`src/rtl/phase_count_readout.sv`:
```
// Purpose: multi-phase VCO readout; syncs taps, counts per-tap transitions, accumulates per decimation window.
// Latency: a tap toggle is counted SYNC_STAGES edges after it is sampled; sample_o updates on the edge after the last window cycle.
// Backpressure: one-deep valid/ready output register; a result arriving while valid_o&&!ready_i is dropped and overrun_o set.
//
// Ports:
//   clk, rst_n   clock, asynchronous active-low reset
//   en           readout enable; dropping it aborts the current window
//   decim_i      window length minus one, latched at each window start
//   data_i       raw asynchronous VCO phase taps
//   sample_o     saturated transition count of the last window, with valid_o/ready_i
//   sat_o        sample_o was clipped at 2^ACC_WIDTH-1
//   overrun_o    sticky: a window result was dropped (cleared while en=0)
// Optional build macro PHASE_READOUT_RAW_EN adds raw_edges_o / raw_cnt_o,
// the registered per-cycle edge vector and its popcount.
module phase_count_readout #(
   parameter int PHASE_WIDTH = 11,
   parameter int SYNC_STAGES = 2,
   parameter int DECIM_WIDTH = 8,
   parameter int ACC_WIDTH   = 16
) (
   input  logic                   clk,
   input  logic                   rst_n,
   input  logic                   en,
   input  logic [DECIM_WIDTH-1:0] decim_i,
   input  logic [PHASE_WIDTH-1:0] data_i,
   output logic [ACC_WIDTH-1:0]   sample_o,
   output logic                   valid_o,
   input  logic                   ready_i,
   output logic                   sat_o,
   output logic                   overrun_o
`ifdef PHASE_READOUT_RAW_EN
   ,
   output logic [PHASE_WIDTH-1:0]             raw_edges_o,
   output logic [$clog2(PHASE_WIDTH+1)-1:0]   raw_cnt_o
`endif
);

   localparam int CNT_W = $clog2(PHASE_WIDTH + 1);

   typedef enum logic [1:0] {IDLE, PRIME, RUN} state_t;

   state_t                 state;
   logic [PHASE_WIDTH-1:0] sync_q [SYNC_STAGES];
   logic [PHASE_WIDTH-1:0] prev_q;
   logic [PHASE_WIDTH-1:0] edge_vec;
   logic [CNT_W-1:0]       cnt;
   logic [ACC_WIDTH-1:0]   acc;
   logic                   win_sat;
   logic [DECIM_WIDTH-1:0] win_cnt;
   logic [DECIM_WIDTH-1:0] win_len;
   logic [ACC_WIDTH:0]     sum_full;
   logic [ACC_WIDTH-1:0]   acc_next;
   logic                   win_sat_next;
   logic                   res_fire;

   // Front end runs regardless of en so the pipeline is warm when a window starts.
   always_ff @(posedge clk or negedge rst_n) begin
      if (!rst_n) begin
         for (int i = 0; i < SYNC_STAGES; i++) sync_q[i] <= '0;
         prev_q <= '0;
      end else begin
         sync_q[0] <= data_i;
         for (int i = 1; i < SYNC_STAGES; i++) sync_q[i] <= sync_q[i-1];
         prev_q <= sync_q[SYNC_STAGES-1];
      end
   end

   assign edge_vec = sync_q[SYNC_STAGES-1] ^ prev_q;

   always_comb begin
      cnt = '0;
      for (int i = 0; i < PHASE_WIDTH; i++) cnt = cnt + CNT_W'(edge_vec[i]);
   end

   // One extra bit catches the carry; a carry means clip to all-ones.
   always_comb begin
      sum_full     = {1'b0, acc} + (ACC_WIDTH+1)'(cnt);
      acc_next     = sum_full[ACC_WIDTH] ? '1 : sum_full[ACC_WIDTH-1:0];
      win_sat_next = win_sat | sum_full[ACC_WIDTH];
      res_fire     = en && (state == RUN) && (win_cnt == win_len);
   end

   always_ff @(posedge clk or negedge rst_n) begin
      if (!rst_n) begin
         state     <= IDLE;
         acc       <= '0;
         win_sat   <= 1'b0;
         win_cnt   <= '0;
         win_len   <= '0;
         sample_o  <= '0;
         valid_o   <= 1'b0;
         sat_o     <= 1'b0;
         overrun_o <= 1'b0;
      end else begin
         // Output register: a result may replace a sample consumed in the same cycle.
         if (res_fire) begin
            if (!valid_o || ready_i) begin
               sample_o <= acc_next;
               sat_o    <= win_sat_next;
               valid_o  <= 1'b1;
            end else begin
               overrun_o <= 1'b1;
            end
         end else if (valid_o && ready_i) begin
            valid_o <= 1'b0;
         end

         if (!en) begin
            // Partial window discarded; a pending result stays until consumed.
            state     <= IDLE;
            overrun_o <= 1'b0;
         end else begin
            case (state)
               IDLE: begin
                  state   <= PRIME;
                  acc     <= '0;
                  win_sat <= 1'b0;
                  win_cnt <= '0;
               end
               PRIME: begin
                  // Edges seen here may predate en and are not counted.
                  state   <= RUN;
                  win_len <= decim_i;
                  acc     <= '0;
                  win_sat <= 1'b0;
                  win_cnt <= '0;
               end
               RUN: begin
                  if (win_cnt == win_len) begin
                     acc     <= '0;
                     win_sat <= 1'b0;
                     win_cnt <= '0;
                     win_len <= decim_i;
                  end else begin
                     acc     <= acc_next;
                     win_sat <= win_sat_next;
                     win_cnt <= win_cnt + 1'b1;
                  end
               end
               default: state <= IDLE;
            endcase
         end
      end
   end

`ifdef PHASE_READOUT_RAW_EN
   always_ff @(posedge clk or negedge rst_n) begin
      if (!rst_n) begin
         raw_edges_o <= '0;
         raw_cnt_o   <= '0;
      end else begin
         raw_edges_o <= edge_vec;
         raw_cnt_o   <= cnt;
      end
   end
`endif

endmodule
```
`config.mk`:
```
export PLATFORM = sky130hd
export DESIGN_NAME = phase_count_readout
export DESIGN_NICKNAME = d
export VERILOG_FILES = /design/src/rtl/phase_count_readout.sv
export SDC_FILE = /design/constraint.sdc
export NUM_CORES = 1
export LEC_CHECK = 0
export BUFFER_PORTS_ARGS = -buffer_cell sky130_fd_sc_hd__buf_2
export CAP_MARGIN = 20
export CORE_UTILIZATION = 58
export DETAILED_ROUTE_END_ITERATION = 8
export GPL_ROUTABILITY_DRIVEN = 0
export GPL_TIMING_DRIVEN = 0
export PLACE_DENSITY = 0.79
export SYNTH_ARGS = -nofsm -noshare
export SYNTH_HDL_FRONTEND = slang
export SYNTH_SLANG_ARGS = --single-unit
export TNS_END_PERCENT = 50
```
`constraint.sdc`:
```
create_clock -name clk -period 5.6 [get_ports clk]
set_clock_uncertainty 0.1 [all_clocks]
set_input_delay 0.28 -clock clk [delete_from_list [all_inputs] [get_ports clk]]
set_output_delay 0.28 -clock clk [all_outputs]
set_load 0.02 [all_outputs]
```
==> flow_metrics.py, run 1 <==
metrics = {
    "synth": {
        "syn_inst": 339,
        "synthesis.area_um2": 3980,
        "syn-num-nets": 380,
        "synthArstFlopShare_pct": 100,
        "synth.avg_cell_area_um2": 11.7,
        "ys_seq_area_share_pct": 54.7,
        "synthFlopType": "dfrtp_1",
        "synth_enable_flop_cells": 0,
        "synth_warnings": 0,
        "ys_ff_latch": 87,
        "ys_types": 46,
    },
    "grt": {
        "overflow": 0,
        "grt_pass1_wl_mm": 13.0,
        "antenna_found_initial": 0,
        "track_usage_pct": 23.7,
        "grt_pass1_vias": 2760,
        "grt_max_degree": 61,
    },
    "run_status": {
        "violations": "DRC",
        "status": "finished, violations left",
    },
    "clocking": {
        "htreeDepth": 3,
        "cts_tree": "yes",
        "clk_root_buffer_cell": "clkbuf_8",
        "clk_latency_ns": 0.37,
        "path_clk_slew_ns": 0.09,
        "cts_buffer_depth": 2,
        "cts_made_buffers": 9,
        "cts_sinks": 87,
    },
    "final_layout": {
        "diodes": 0,
        "fillCellCount": 464,
        "fin_util_pct": 71.3,
        "drive_gt1_share_pct": 19.3,
        "area_growth_pct": 16.4,
        "nNetsFinal": 445,
    },
    "floorplanning": {
        "die_w_um": 84.8,
        "fp.coreArea_um2": 6490,
        "die-area_um2": 7200,
        "start_util_pct": 61.3,
        "io-pin-count": 42,
        "rows": 29,
        "die_y_um": 84.8,
    },
    "route": {
        "avgViaCountPerCell": 5.81,
        "drtAntennaViolNets": 0,
        "first_iter_violations": 230,
        "drt-total-wl_mm": 7.64,
        "route.detailed.drc": 2,
        "vias": 2823,
        "wl_per_cell_um": 15.7,
        "first_pass_iters": 9,
    },
    "sta": {
        "post-route-period-util_pct": 89.4,
        "fin_setup_tns_ns": 0,
        "maxSlewHeadroom_pct": 54.5,
        "hold_violations": 0,
        "clock.fmax_mhz": 200,
        "worst_pin_slew_ns": 0.676,
        "rsz0062_at_grt": "no",
        "layout_min_cycle_time_ns": 5.01,
        "drv_slew": 0,
        "setup_viol": 0,
    },
    "min_path": {
        "hp-class": "input pin to flop",
    },
    "critical_path": {
        "cp-start-kind": "flop",
        "required_ns": 5.74,
        "crit_fanout": 8,
        "crit_path_end_kind": "flop",
        "cp.arrival_ns": 5.15,
        "worstSetupPathType": "flop to flop",
    },
    "job": {
        "maxCapViolCount": 0,
    },
    "power_and_ir_drop": {
        "power.share.sequential_pct": 43.2,
        "p_leak_uw": 0.00217,
        "comb_power_share_pct": 31.3,
        "swShare_pct": 35.7,
        "ir_worst_vdd_uv": 241,
        "p_per_area_nw_per_um2": 366,
        "p_sw_uw": 606,
        "p_int_uw": 1090,
        "clockPowerShare_pct": 25.5,
    },
    "place": {
        "numPortBuffers": 41,
        "dp_hpwl_mm": 5.26,
    },
}
## cell usage in the layout, fill, tap and decap left out, types with 4 or more instances in the layout
cell / instances
dfrtp_1: 87
buf_2: 41
nand2_1: 24
a21oi_1: 21
xor2_1: 19
nor2_1: 19
o21ai_0: 16
xnor2_1: 13
dlygate4sd3_1: 12
ha_1: 11
nand3_1: 10
a2bb2oi_1: 9
clkbuf_8: 9
mux2_2: 8
inv_1: 7
and3_1: 7
nor3_1: 7
a31oi_1: 7
nand2b_1: 7
fa_1: 7
a21o_1: 6
nand4_1: 5
nand3b_1: 4
o31ai_1: 4
a22o_1: 4
## registers in the layout, summed over array words and instances (netlist names)
register and cells:
acc 16, overrun_o 1, prev_q 11, sample_o 16, sat_o 1, state 2
sync_q 22, valid_o 1, win_cnt 8, win_len 8, win_sat 1
## area by class of cell
type | instances | area (um^2) | area share (%)
Buffer | 8 | 47.5 | 1.03
Clock buffer | 9 | 124 | 2.68
Clock inverter | 7 | 75.1 | 1.62
Inverter | 7 | 26.3 | 0.568
Multi-Input combinational cell | 237 | 1730 | 37.3
Sequential cell | 87 | 2180 | 47.0
Tap cell | 77 | 96.3 | 2.08
Timing Repair Buffer | 54 | 355 | 7.68
## worst paths after layout
check,to,slack [ns],start,cells past startpoint
max in group asynchronous,sync_q[15],4.54,rst_n,3
hold / removal,win_len[4],0.03,decim_i[4],2
min in group asynchronous,acc[9],0.26,rst_n,2
hold reg to reg,sync_q[4],0.25,sync_q[15],0
setup / recovery,sample_o[13],0.59,sync_q[0],14
setup reg to reg,sample_o[13],0.59,sync_q[0],14
## routing by layer
metal	part of all wire, %	vias to the layer above	routed length, um	track usage (%)
met5	0	-	0	0
met1	43	1360	3310	31.2
met4	2.6	0	200	12.2
met3	4.9	20	372	4.47
met2	49	94	3760	37.9
li1	-	1349	-	-
## power groups by stage
stage	clock [uW]	combinational [uW]	sequential [uW]
final	433	530	733
after global routing	463	599	742
after CTS	440	534	734
after detailed placement	0	503	746
after global placement	0	483	741
after floorplan	0	352	763
## worst max-delay path, stage by stage, from the launching register on
cell and delay [ns]:
dfrtp_1 0.40, xor2_1 0.16, fa_1 0.50, fa_1 0.56, inv_1 0.06, fa_1 0.49
fa_1 0.52, inv_1 0.04, ha_1 0.22, fa_1 0.44, a211oi_1 0.36, o21bai_1 0.23
and2_1 0.20, nor2_1 0.46, a2bb2oi_1 0.14
## cell families (layout without fill, tap and decap cells)
kind of cell,Yosys count,in the layout,share of synthesized area [%]
adder cells (fa/ha/maj),18,18,6.98
XOR/XNOR,32,32,7.04
multiplexers,9,9,2.52
buffers and inverters,15,85,1.86
flip-flops,87,87,54.7
AO/OA/AOI/OAI,79,79,13.1
AND/OR/NAND/NOR,99,99,13.8
## synthesized netlist by cell type (6+ instances only)
master	n	area, um^2
a21oi_1	21	105
o21ai_0	16	80.1
nand2_1	24	90.1
dfrtp_1	87	2180
a21o_1	6	45.0
mux2_2	8	90.1
fa_1	7	140
xnor2_1	13	114
nand3_1	10	50.1
and3_1	7	43.8
ha_1	11	138
xor2_1	19	166
a31oi_1	7	43.8
inv_1	7	26.3
nor3_1	7	35.0
a2bb2oi_1	9	78.8
nand2b_1	7	43.8
nor2_1	19	71.3
## through the flow
stage / setup slack, ns / cells / total power, uW / area [um^2] / hold slack, ns
global route: 0.246 / 486 / 1800 / 4630 / 0.0305
finish: 0.592 / 486 / 1700 / 4630 / 0.0336
CTS: 0.571 / 486 / 1710 / 4630 / 0.0301
floorplan: 1.06 / 339 / 1120 / 3980 / -0.116
detailed placement: 0.644 / 458 / 1250 / 4310 / 0.130
global placement: 0.682 / 457 / 1220 / 4280 / 0.232
## what timing repair did
item / CTS / global route
hold buffers: 12 / 0
gates resized for setup: 0 / 0
setup buffers: 0 / 0
hold endpoints to repair: 38 / 0
(Power assumes the default switching activity.)
==> run 2: changes to the inputs <==
==> constraint.sdc (replaced) <==
create_clock -name clk -period 4.9 [get_ports clk]
set_clock_uncertainty 0.1 [all_clocks]
set_input_delay 0.245 -clock clk [delete_from_list [all_inputs] [get_ports clk]]
set_output_delay 0.245 -clock clk [all_outputs]
set_load 0.02 [all_outputs]
==> flow_metrics.py, run 2 (same netlist as run 1, synthesis figures left out) <==
metrics = {
    "run_status": {
        "status": "finished, violations left",
        "violations": "DRC",
    },
    "clocking": {
        "cts_buffer_depth": 2,
        "cts_sinks": 87,
        "clk_root_buffer_cell": "clkbuf_8",
        "path_clk_slew_ns": 0.10,
        "clk_latency_ns": 0.37,
        "cts_made_buffers": 9,
        "cts_tree": "yes",
        "htreeDepth": 3,
    },
    "critical_path": {
        "worstSetupPathType": "flop to flop",
        "r2r_cells": 15,
        "crit_fanout": 10,
        "required_ns": 5.06,
        "cp-start-kind": "flop",
        "cp.arrival_ns": 4.83,
        "crit_path_end_kind": "flop",
    },
    "final_layout": {
        "reg_top3": "sync_q (22), acc (16), sample_o (16)",
        "final_common_cell": "dfrtp_1",
        "drive_gt1_share_pct": 20.8,
        "largest_reg_flops": 22,
        "nNetsFinal": 449,
        "area_growth_pct": 18.1,
        "diodes": 0,
        "fin_cells": 490,
        "regArea_um2": 2180,
        "regMostFlops": "sync_q",
        "multiInputGateArea_um2": 1760,
        "mostFrequentLayoutCells": "87 x dfrtp_1, 41 x buf_2, 24 x nand2_1, 21 x a21oi_1",
        "fillCellCount": 456,
    },
    "route": {
        "first_pass_iters": 9,
        "drtAntennaViolNets": 0,
        "avgViaCountPerCell": 5.83,
        "first_iter_violations": 228,
        "vias": 2858,
        "route.detailed.drc": 2,
        "drt-total-wl_mm": 7.70,
        "wl_per_cell_um": 15.7,
    },
    "grt": {
        "grt_use_met2_pct": 38.3,
        "antenna_found_initial": 0,
        "grt_max_degree": 61,
        "met1_usage_pct": 31.5,
        "grt_pass1_vias": 2793,
        "grt_pass1_wl_mm": 13.1,
        "gr-usage-met3_pct": 4.47,
        "grt-busiest-layer": "met2",
        "track_usage_pct": 23.9,
        "overflow": 0,
    },
    "sta": {
        "setup_viol": 0,
        "hold_violations": 0,
        "worst_pin_slew_ns": 0.700,
        "maxSlewHeadroom_pct": 52.9,
        "drv_slew": 0,
        "post-route-period-util_pct": 95.3,
        "fin_setup_tns_ns": 0,
        "clock.fmax_mhz": 214,
        "rsz0062_at_grt": "yes",
        "layout_setup_ws_ns": 0.232,
        "layout_min_cycle_time_ns": 4.67,
    },
    "floorplanning": {
        "fp.coreArea_um2": 6490,
        "rows": 29,
        "io-pin-count": 42,
        "die-area_um2": 7200,
        "die_w_um": 84.8,
        "die_y_um": 84.8,
        "start_util_pct": 61.3,
    },
    "power_and_ir_drop": {
        "p_leak_uw": 0.00219,
        "ir_worst_vdd_uv": 275,
        "p_per_area_nw_per_um2": 420,
    },
    "place": {
        "dp.cells": 458,
        "numPortBuffers": 41,
        "dpl_worst_slack_ns": -0.0559,
        "dp_hpwl_mm": 5.26,
    },
    "min_path": {
        "hold_depth": 2,
        "hp-class": "input pin to flop",
    },
    "job": {
        "maxCapViolCount": 0,
    },
}
-- run 2: cell count changes in the layout (fill, tap and decap cells not counted), sizes merged --
cell,previous run,this run
dlygate4sd3,12,16
-- run 2: final timing paths --
kind	from	end	slack (ns)
worst max register to register	prev_q[0]	acc[15]	0.23
worst max-delay path	prev_q[0]	acc[15]	0.23
worst min-delay path	decim_i[0]	win_len[0]	0.002
worst min register to register	sync_q[15]	sync_q[4]	0.25
min in group asynchronous	rst_n	acc[9]	0.22
max in group asynchronous	rst_n	prev_q[4]	3.88
-- run 2: repair_timing --
item / CTS / global route
gates resized for setup: 2 / 5
setup endpoints to repair: 9 / 25
setup buffers: 0 / 0
hold endpoints to repair: 42 / 0
pin swaps: 0 / 1
hold buffers: 16 / 0
-- run 2: critical path, stage by stage, from the launching register on --
cell and delay [ns]:
dfrtp_1 0.40, xor2_2 0.18, fa_1 0.50, fa_1 0.56, inv_1 0.06, fa_1 0.49
fa_1 0.52, inv_1 0.04, ha_1 0.22, fa_2 0.38, a211oi_2 0.27, o21bai_2 0.16
and2_1 0.19, buf_4 0.18, o21ai_0 0.20, nand3_1 0.09
-- run 2: through the flow --
step	hold slack [ns]	util [%]	area (um^2)	total power [uW]
floorplan	-0.151	-	3980	1270
global placement	0.232	65.9	4280	1400
detailed placement	0.0948	66.4	4310	1430
CTS	0.00168	72.0	4680	1960
global route	0.0164	72.4	4700	2100
finish	0.00213	72.4	4700	1970
-- run 2: layout make-up --
class / count / area share, %
buffer: 8 / 1.01
clock buffer: 9 / 2.64
clock inverter: 7 / 1.60
inverter: 7 / 0.559
multi-input combinational: 237 / 37.4
sequential: 87 / 46.3
tap: 77 / 2.05
timing repair buffer: 58 / 8.41
-- run 2: where the power goes --
part           internal (uW)  switching (uW)
logic                    273             368
clock network            201             291
registers                791            47.6
-- run 2: routing by layer --
metal  vias up  wire length (um)  share of wire (%)
met2       107              3760                 49
met1      1374              3390                 44
met5         -                 0                  0
met4         0               214                2.8
li1       1352                 -                  -
met3        25               328                4.3
==> run 3: changes to the inputs <==
--- a/config.mk
+++ b/config.mk
@@ -6,7 +6,7 @@
 export NUM_CORES = 1
 export LEC_CHECK = 0
 export BUFFER_PORTS_ARGS = -buffer_cell sky130_fd_sc_hd__buf_2
-export CAP_MARGIN = 20
+export CORE_MARGIN = 4
 export CORE_UTILIZATION = 58
 export DETAILED_ROUTE_END_ITERATION = 8
 export GPL_ROUTABILITY_DRIVEN = 0
==> flow_metrics.py, run 3 (same netlist as run 1, synthesis figures left out) <==
metrics = {
    "run_status": {
        "status": "finished clean",
    },
    "sta": {
        "clock.fmax_mhz": 214,
        "layout_min_cycle_time_ns": 4.67,
        "drv_slew": 0,
        "hold_violations": 0,
        "worst_pin_slew_ns": 0.656,
        "rsz0062_at_grt": "no",
        "setup_viol": 0,
        "post-route-period-util_pct": 95.4,
        "maxSlewHeadroom_pct": 56.3,
    },
    "clocking": {
        "clk_latency_ns": 0.37,
        "post_cts_buffers": 0,
        "clk_root_buffer_cell": "clkbuf_8",
        "path_clk_slew_ns": 0.10,
        "cts_sinks": 87,
        "cts_made_buffers": 9,
        "htreeDepth": 3,
        "cts_buffer_depth": 2,
        "cts_tree": "yes",
    },
    "power_and_ir_drop": {
        "p_per_area_nw_per_um2": 418,
        "finalPower_uw": 1950,
        "p_leak_uw": 0.00218,
        "ir_worst_vdd_uv": 268,
    },
    "floorplanning": {
        "fp.coreArea_um2": 6490,
        "die_w_um": 90.8,
        "io-pin-count": 42,
        "die_y_um": 90.8,
        "rows": 29,
        "die-area_um2": 8250,
        "start_util_pct": 61.3,
    },
    "place": {
        "dp_hpwl_mm": 5.29,
        "place_area_um2": 4310,
        "numPortBuffers": 41,
    },
    "grt": {
        "grt_max_degree": 55,
        "grt_pass1_wl_mm": 13.4,
        "track_usage_pct": 20.3,
        "grt_pass1_vias": 2877,
        "antenna_found_initial": 0,
        "overflow": 0,
    },
    "route": {
        "vias": 2758,
        "avgViaCountPerCell": 5.65,
        "drt-total-wl_mm": 7.57,
        "route.detailed.drc": 0,
        "first_pass_iters": 4,
        "first_iter_violations": 171,
        "wl_per_cell_um": 15.5,
        "drtAntennaViolNets": 0,
    },
    "min_path": {
        "hold_depth": 2,
        "hp-class": "input pin to flop",
        "holdPathEnd": "win_len[0]",
        "hp-start": "decim_i[0]",
    },
    "final_layout": {
        "mostFrequentLayoutCells": "87 x dfrtp_1, 41 x buf_2, 24 x nand2_1, 21 x a21oi_1, 19 x xor2_1",
        "area_growth_pct": 17.0,
        "fin_area_um2": 4660,
        "largest_reg_flops": 22,
        "nNetsFinal": 447,
        "diodes": 0,
        "final_common_cell": "dfrtp_1",
        "regArea_um2": 2180,
        "drive_gt1_share_pct": 20.7,
        "multiInputGateArea_um2": 1750,
        "reg_top3": "sync_q (22), acc (16), sample_o (16)",
        "fillCellCount": 448,
        "regMostFlops": "sync_q",
    },
    "critical_path": {
        "cp-start-kind": "flop",
        "worstSetupPathType": "flop to flop",
        "r2r_setup_slack_ns": 0.23,
        "crit_path_end_kind": "flop",
        "reg2reg_from": "sync_q[0]",
        "r2r_cells": 15,
        "crit_fanout": 10,
        "r2r_end": "acc[13]",
        "cp.arrival_ns": 4.80,
        "required_ns": 5.02,
    },
    "job": {
        "maxCapViolCount": 0,
    },
}
==> run 3: changes by cell type in the layout (fill, tap and decap cells not counted), sizes merged <==
cell,change
dlygate4sd3,-2
inv,-1
clkinv,+1
==> run 3: repair_timing <==
item,in CTS,in global routing
pin swaps,0,1
gates resized for setup,3,3
hold buffers,13,1
hold endpoints to repair,45,1
setup endpoints to repair,12,19
==> run 3: critical path: stages (launching register included) <==
cell and delay (ns):
dfrtp_1 0.40, xor2_1 0.16, fa_1 0.51, fa_1 0.54, inv_1 0.06, fa_1 0.51
fa_1 0.52, inv_1 0.04, ha_1 0.22, fa_2 0.38, a211oi_2 0.28, o21bai_2 0.17
and2_1 0.19, buf_4 0.19, a21oi_1 0.12, o221ai_1 0.13
==> run 3: worst max-delay path by stage <==
stage               startpoint  depth (start not counted)           end
floorplan            prev_q[0]                         14  sample_o[10]
global placement     sync_q[0]                         14  sample_o[14]
detailed placement   sync_q[0]                         14  sample_o[14]
CTS                  sync_q[0]                         15        acc[0]
global route         sync_q[0]                         15       acc[15]
finish               sync_q[0]                         15       acc[13]
==> run 3: report_power, final <==
| group | leakage (uW) | internal (uW) | switching, uW |
|---|---|---|---|
| combinational | 0.000973 | 272 | 359 |
| clock | 0.0000934 | 194 | 287 |
| sequential | 0.00111 | 791 | 43.7 |
| total | 0.00218 | 1260 | 689 |
==> run 3: cell type report <==
type	count	share of cell area, %
buffer	8	1.02
timing repair buffer	56	8.06
inverter	7	0.564
multi-input combinational	237	37.5
clock inverter	7	1.37
sequential	87	46.7
tap	77	2.07
clock buffer	9	2.66
==> run 3: routing by layer <==
metal / vias to the layer above / part of all wire [%] / global-route usage (%)
met4: 0 / 1.8 / 9.30
met5: - / 0 / 0
met3: 14 / 5.2 / 4.33
met1: 1324 / 47 / 27.8
met2: 80 / 46 / 31.0
li1: 1340 / - / -
==> run 3: metrics by stage <==
step | std cells | hold slack [ns] | util (%) | setup WS (ns) | setup TNS [ns]
2_1_floorplan | 339 | -0.151 | - | 0.362 | 0
3_3_place_gp | 457 | 0.232 | 65.9 | -0.0185 | -0.0590
3_5_place_dp | 458 | 0.122 | 66.4 | -0.164 | -1.41
4_1_cts | 487 | 0.00145 | 71.4 | 0.0752 | 0
5_1_grt | 488 | 0.00706 | 71.7 | 0.0482 | 0
6_report | 488 | 0.00527 | 71.7 | 0.227 | 0
